$ cat config.mk
export PLATFORM = sky130hd
export DESIGN_NAME = uart_tx_serializer
export DESIGN_NICKNAME = d
export VERILOG_FILES = /design/src/rtl/uart_pkg.sv /design/src/rtl/uart_baud_tick.sv /design/src/rtl/uart_tx_serializer.sv
export SDC_FILE = /design/constraint.sdc
export NUM_CORES = 1
export LEC_CHECK = 0
export CORE_MARGIN = 3
export CORE_UTILIZATION = 58
export DETAILED_ROUTE_END_ITERATION = 16
export PLACE_DENSITY = 0.82
export SYNTH_ARGS = -nofsm -noshare
export SYNTH_HDL_FRONTEND = slang
export SYNTH_SLANG_ARGS = --single-unit
$ cat constraint.sdc
create_clock -name i_clk -period 2.78 [get_ports i_clk]
set_input_delay 0.556 -clock i_clk [delete_from_list [all_inputs] [get_ports i_clk]]
set_output_delay 0.556 -clock i_clk [all_outputs]
set_load 0.01 [all_outputs]
$ cat src/rtl/uart_pkg.sv
// -----------------------------------------------------------------------------
// uart_pkg
// Shared definitions for the UART transmit path and its future receive-side
// counterpart: FSM state encoding, parity mode encoding, default baud divisor
// and a counter-width helper.
// No ports (package).
// -----------------------------------------------------------------------------
package uart_pkg;

    typedef enum logic [2:0] {
        ST_IDLE   = 3'd0,
        ST_START  = 3'd1,
        ST_DATA   = 3'd2,
        ST_PARITY = 3'd3,
        ST_STOP   = 3'd4
    } uart_state_e;

    localparam int PAR_NONE = 0;
    localparam int PAR_ODD  = 1;
    localparam int PAR_EVEN = 2;

    // 50 MHz system clock / 115200 baud
    localparam int C_BAUD_DIV_DEFAULT = 434;

    // Bits needed to hold values 0..n-1, never less than one bit.
    function automatic int counter_width(input int n);
        int w;
        w = $clog2(n);
        if (w < 1) begin
            w = 1;
        end
        return w;
    endfunction

endpackage

$ cat src/rtl/uart_baud_tick.sv
// -----------------------------------------------------------------------------
// uart_baud_tick
// Enable-gated modulo-P_BAUD_DIV counter. While enabled it counts
// 0..P_BAUD_DIV-1 and flags the last cycle of each bit period; while disabled
// it is held at zero so the first enabled cycle always starts a fresh bit.
// Shared between the transmit and receive sides.
//
// Ports:
//   i_clk      system clock
//   i_rst      synchronous active-high reset
//   i_en       count enable (high while a frame is in progress)
//   o_bit_end  high on the final cycle of the current bit period
// -----------------------------------------------------------------------------
module uart_baud_tick
    import uart_pkg::*;
#(
    parameter int P_BAUD_DIV = C_BAUD_DIV_DEFAULT
) (
    input  logic i_clk,
    input  logic i_rst,
    input  logic i_en,
    output logic o_bit_end
);

    localparam int              CW       = counter_width(P_BAUD_DIV);
    localparam logic [CW-1:0]   CNT_LAST = CW'(P_BAUD_DIV - 1);

    logic [CW-1:0] cnt_q;
    logic [CW-1:0] cnt_d;
    logic          at_last;

    assign at_last   = (cnt_q == CNT_LAST);
    assign o_bit_end = i_en && at_last;

    always_comb begin
        cnt_d = cnt_q;
        if (!i_en) begin
            cnt_d = '0;
        end else if (at_last) begin
            cnt_d = '0;
        end else begin
            cnt_d = cnt_q + CW'(1);
        end
    end

    always_ff @(posedge i_clk) begin
        if (i_rst) begin
            cnt_q <= '0;
        end else begin
            cnt_q <= cnt_d;
        end
    end

endmodule

$ cat src/rtl/uart_tx_serializer.sv
// -----------------------------------------------------------------------------
// uart_tx_serializer
// UART transmitter fed by the transmit DMA/FIFO stage. Accepts one data word
// per frame on a single-cycle valid strobe while ready is high and sends it as
// start bit, LSB-first data, optional parity and one or two stop bits.
// All outputs come straight from flops.
//
// Ports:
//   i_clk         system clock
//   i_rst         synchronous active-high reset
//   i_tx_valid    word strobe from upstream (single-cycle pulse is enough)
//   i_tx_data     word to send, sampled only on accept
//   o_tx_ready    high only while idle; upstream gates valid on it
//   o_uart_tx     serial line, idles high
//   o_frame_done  one-cycle pulse as the final stop bit completes
//
// state     | meaning
// ----------+----------------------------------------------------------
// ST_IDLE   | line high, ready high, waiting for valid
// ST_START  | start bit (line low)
// ST_DATA   | data bits, LSB first, from shreg[0]
// ST_PARITY | parity bit of the word latched at accept
// ST_STOP   | stop bit(s), line high; stop_cnt counts extra stop bits
// -----------------------------------------------------------------------------
module uart_tx_serializer
    import uart_pkg::*;
#(
    parameter int P_BAUD_DIV   = C_BAUD_DIV_DEFAULT,
    parameter int P_DATA_WIDTH = 8,
    parameter int P_PARITY     = PAR_NONE,
    parameter int P_STOP_BITS  = 1
) (
    input  logic                    i_clk,
    input  logic                    i_rst,
    input  logic                    i_tx_valid,
    input  logic [P_DATA_WIDTH-1:0] i_tx_data,
    output logic                    o_tx_ready,
    output logic                    o_uart_tx,
    output logic                    o_frame_done
);

    localparam int            BW        = counter_width(P_DATA_WIDTH);
    localparam logic [BW-1:0] BIT_LAST  = BW'(P_DATA_WIDTH - 1);
    localparam logic          STOP_LAST = 1'(P_STOP_BITS - 1);

    uart_state_e             state_q,    state_d;
    logic [P_DATA_WIDTH-1:0] shreg_q,    shreg_d;
    logic [BW-1:0]           bit_cnt_q,  bit_cnt_d;
    logic                    stop_cnt_q, stop_cnt_d;
    logic                    parity_q,   parity_d;
    logic                    tx_q,       tx_d;
    logic                    ready_q,    ready_d;
    logic                    done_q,     done_d;

    logic bit_end;
    logic accept;
    logic data_xor;

    uart_baud_tick #(
        .P_BAUD_DIV (P_BAUD_DIV)
    ) u_baud_tick (
        .i_clk     (i_clk),
        .i_rst     (i_rst),
        .i_en      (state_q != ST_IDLE),
        .o_bit_end (bit_end)
    );

    assign accept   = i_tx_valid && ready_q;
    assign data_xor = ^i_tx_data;

    // The line register is loaded with the value of the *next* bit, so each
    // transition is computed one cycle ahead, on the bit_end cycle.
    always_comb begin
        state_d    = state_q;
        shreg_d    = shreg_q;
        bit_cnt_d  = bit_cnt_q;
        stop_cnt_d = stop_cnt_q;
        parity_d   = parity_q;
        tx_d       = tx_q;
        ready_d    = ready_q;
        done_d     = 1'b0;

        case (state_q)
            ST_IDLE: begin
                tx_d       = 1'b1;
                ready_d    = 1'b1;
                bit_cnt_d  = '0;
                stop_cnt_d = 1'b0;
                if (accept) begin
                    shreg_d  = i_tx_data;
                    // Parity is frozen here because the shift register is
                    // consumed as the data bits go out.
                    parity_d = (P_PARITY == PAR_ODD) ? ~data_xor : data_xor;
                    state_d  = ST_START;
                    ready_d  = 1'b0;
                    tx_d     = 1'b0;
                end
            end

            ST_START: begin
                if (bit_end) begin
                    state_d = ST_DATA;
                    tx_d    = shreg_q[0];
                end
            end

            ST_DATA: begin
                if (bit_end) begin
                    shreg_d = shreg_q >> 1;
                    if (bit_cnt_q == BIT_LAST) begin
                        bit_cnt_d = '0;
                        if (P_PARITY != PAR_NONE) begin
                            state_d = ST_PARITY;
                            tx_d    = parity_q;
                        end else begin
                            state_d = ST_STOP;
                            tx_d    = 1'b1;
                        end
                    end else begin
                        bit_cnt_d = bit_cnt_q + BW'(1);
                        tx_d      = shreg_q[1];
                    end
                end
            end

            ST_PARITY: begin
                if (bit_end) begin
                    state_d = ST_STOP;
                    tx_d    = 1'b1;
                end
            end

            ST_STOP: begin
                tx_d = 1'b1;
                if (bit_end) begin
                    if (stop_cnt_q == STOP_LAST) begin
                        state_d    = ST_IDLE;
                        stop_cnt_d = 1'b0;
                        ready_d    = 1'b1;
                        done_d     = 1'b1;
                    end else begin
                        stop_cnt_d = 1'b1;
                    end
                end
            end

            default: begin
                state_d = ST_IDLE;
                tx_d    = 1'b1;
                ready_d = 1'b0;
            end
        endcase
    end

    always_ff @(posedge i_clk) begin
        if (i_rst) begin
            state_q    <= ST_IDLE;
            shreg_q    <= '0;
            bit_cnt_q  <= '0;
            stop_cnt_q <= 1'b0;
            parity_q   <= 1'b0;
            tx_q       <= 1'b1;
            ready_q    <= 1'b0;
            done_q     <= 1'b0;
        end else begin
            state_q    <= state_d;
            shreg_q    <= shreg_d;
            bit_cnt_q  <= bit_cnt_d;
            stop_cnt_q <= stop_cnt_d;
            parity_q   <= parity_d;
            tx_q       <= tx_d;
            ready_q    <= ready_d;
            done_q     <= done_d;
        end
    end

    assign o_tx_ready   = ready_q;
    assign o_uart_tx    = tx_q;
    assign o_frame_done = done_q;

endmodule

==> results.py <==
metrics = {
    "run_status": {
        "status": "completed",
    },
    "setup_path": {
        "slowest_delay_ns": 0.56,
        "r2r_start": "u_baud_tick.cnt_q[0]",
        "startpoint_type": "flip-flop",
        "cp_max_fo": 5,
        "crit_buf_inv": 1,
        "r2r_cells": 5,
        "crit_type": "reg2out",
        "worst_path_dominant_cell_family": "buffers and inverters",
        "path_cells": "clkdlybuf4s50_1",
        "end_kind": "output port",
        "cp.depth": 1,
        "r2r-end": "bit_cnt_q[0]",
        "r2r_slack_ns": 0.94,
        "worstPathRequired_ns": 2.22,
        "crit_arrival_ns": 1.32,
        "crit_slowest_cell": "clkdlybuf4s50_1",
    },
    "sta": {
        "holdWs_ns": 0.4620,
        "fmax_mhz": 531.7,
        "fin_crit_ns": 1.881,
        "fin_setup_tns_ns": 0,
        "slew_violations": 0,
        "worst_pin_slew_ns": 0.6234,
        "finalCritPeriodShare": 0.6765,
        "setup_viol": 0,
        "slew-limit-headroom": 0.5829,
        "grt_setup_unrepaired": "no",
        "finalHoldViolCount": 0,
        "fin_skew_ns": 0.006937,
    },
    "place": {
        "placed_cells_incl_taps": 177,
        "placed_cell_area_um2": 1418,
        "routabilityCongestion": 0.8007,
        "portBuffers": 13,
        "dpl.hpwl_um": 1943,
    },
    "cts": {
        "tritoncts": "done",
        "cts_resized": 0,
        "cts_max_level": 1,
        "hold_buffers": 0,
        "numCtsBuffers": 3,
        "clk_latency_ns": 0.34,
        "post_cts.repair.setup_buffers": 0,
        "clk_pin_slew_ns": 0.15,
        "cts_sinks": 27,
        "clockBufferDepth": 2,
        "cts_root_buf": "clkbuf_4",
    },
    "route": {
        "drc": 0,
        "vias": 1073,
        "vias_per_cell": 5.928,
        "firstDrtPassIters": 4,
        "detail-route-antenna-nets": 0,
        "drtIter0Drc": 26,
        "drt-total-wl_um": 2604,
        "post_drt_wl_per_cell_um": 14.39,
    },
    "floorplanning": {
        "rows": 16,
        "die_w_um": 53.23,
        "core_area_um2": 2042,
        "die_area_um2": 2833,
        "initial_core_util": 0.6336,
        "ios": 14,
        "die_y_um": 53.23,
    },
    "yosys": {
        "postSynth.asyncResetShare": 0,
        "synthFlopType": "dfxtp_1",
        "synth_seq_area_share": 0.4178,
        "syn_avg_cell_area_um2": 9.047,
        "synth_seq_cells": 27,
        "synth_edf_count": 0,
        "yosysWarnings": 0,
        "syn_area_um2": 1294,
        "synthCells": 143,
        "yosysUniqueCellTypes": 36,
        "synthesis.nets": 158,
    },
    "hold_path": {
        "hold_class": "reg2reg",
        "min_to": "o_frame_done",
        "hp-start": "stop_cnt_q",
        "whs_path_depth": 1,
    },
    "run": {
        "drv_cap": 0,
    },
    "global_routing": {
        "grtUsageTotal": 0.2131,
        "antenna_found_initial": 0,
        "overflow": 0,
        "grt_pass1_vias": 1077,
        "grt_max_degree": 17,
        "grt_pass1_wl_um": 4429,
    },
    "layout": {
        "nNetsFinal": 170,
        "final_cell_count_no_fill": 181,
        "n_antenna_cell": 0,
        "syn2layout_area_growth_pct": 11.90,
        "drive_above_1_share": 0.04545,
        "fin_area_um2": 1448,
    },
    "power": {
        "ir_worst_vdd_v": 0.0003818,
        "p_per_area_nw_per_um2": 454.1,
        "leakage_nw": 0.5512,
    },
}
[worst max-delay path by stage]
stage                         startpoint           end  slack, ns
floorplan           u_baud_tick.cnt_q[0]  bit_cnt_q[0]       1.21
global placement              i_tx_valid    shreg_q[6]       0.75
detailed placement            i_tx_valid    shreg_q[6]       0.66
CTS                           o_tx_ready    o_tx_ready       0.89
global route        u_baud_tick.cnt_q[0]    shreg_q[5]       0.78
finish                        o_tx_ready    o_tx_ready       0.90
[routing by layer]
metal | wire [um] | up-vias | global-route usage
met3 | 134 | 6 | 0.03380
met5 | 0 | - | 0
met4 | 40 | 0 | 0.1149
met1 | 1181 | 491 | 0.2652
li1 | - | 535 | -
met2 | 1247 | 41 | 0.3469
[final cells by class]
class | instances | area, um2
Timing Repair Buffer | 14 | 137.6
Multi-Input combinational cell | 107 | 698.2
Tap cell | 27 | 33.78
Sequential cell | 27 | 540.5
Clock inverter | 1 | 7.507
Inverter | 2 | 7.507
Fill cell | 182 | 594.3
Clock buffer | 3 | 22.52
[Yosys cell counts (all sizes together) (3+ instances only)]
cell type / count / area [um2]
xor2: 3 / 26.28
a21oi: 7 / 38.79
xnor2: 4 / 35.03
dfxtp: 27 / 540.5
buf: 5 / 40.04
nor3: 13 / 65.06
mux2i: 8 / 80.08
nand3: 9 / 45.04
ha: 4 / 50.05
nor2: 17 / 63.81
and3: 3 / 18.77
a211oi: 7 / 52.55
nand2: 8 / 30.03
[per-stage QoR]
| stage | setup WS [ns] | total power, mW | utilization |
|---|---|---|---|
| 6_report | 0.8992 | 0.6574 | 0.7089 |
| 5_1_grt | 0.7762 | 0.6857 | 0.7089 |
| 4_1_cts | 0.8943 | 0.6629 | 0.7089 |
| 3_5_place_dp | 0.6581 | 0.4868 | 0.6942 |
| 3_3_place_gp | 0.7545 | 0.4831 | 0.6942 |
| 2_1_floorplan | 1.206 | 0.4567 | - |
[cell usage in the layout (no fill, tap or decap), drive strengths merged, types with 3 or more instances in the layout]
| cell | instances |
|---|---|
| a21oi | 7 |
| clkdlybuf4s50 | 13 |
| clkbuf | 3 |
| nor2 | 17 |
| nor3 | 13 |
| a211oi | 7 |
| nand3 | 9 |
| and3 | 3 |
| nand2 | 8 |
| ha | 4 |
| mux2i | 8 |
| dfxtp | 27 |
| xor2 | 3 |
| xnor2 | 4 |
[cell families after synthesis]
family                     share of synthesized area
and+or+nand+nor                               0.2853
AOI/OAI and AO/OA                             0.1064
buffers and inverters                        0.04256
muxes                                        0.06190
xor gates and xnor gates                     0.04739
DFF                                           0.4178
adders and majority gates                    0.03869
[flip-flops by register name (all words and copies together) (netlist names)]
name               flops
bit_cnt_q              3
o_frame_done           1
o_tx_ready             1
o_uart_tx              1
shreg_q                8
state_q                3
stop_cnt_q             1
u_baud_tick.cnt_q      9
[report_power, final]
part	switching (mW)	internal, mW	total (mW)
Clock	0.123	0.0552	0.179
Sequential	0.0112	0.401	0.412
Combinational	0.0322	0.0349	0.0671
No activity file was read; power rests on OpenSTA's default activity.
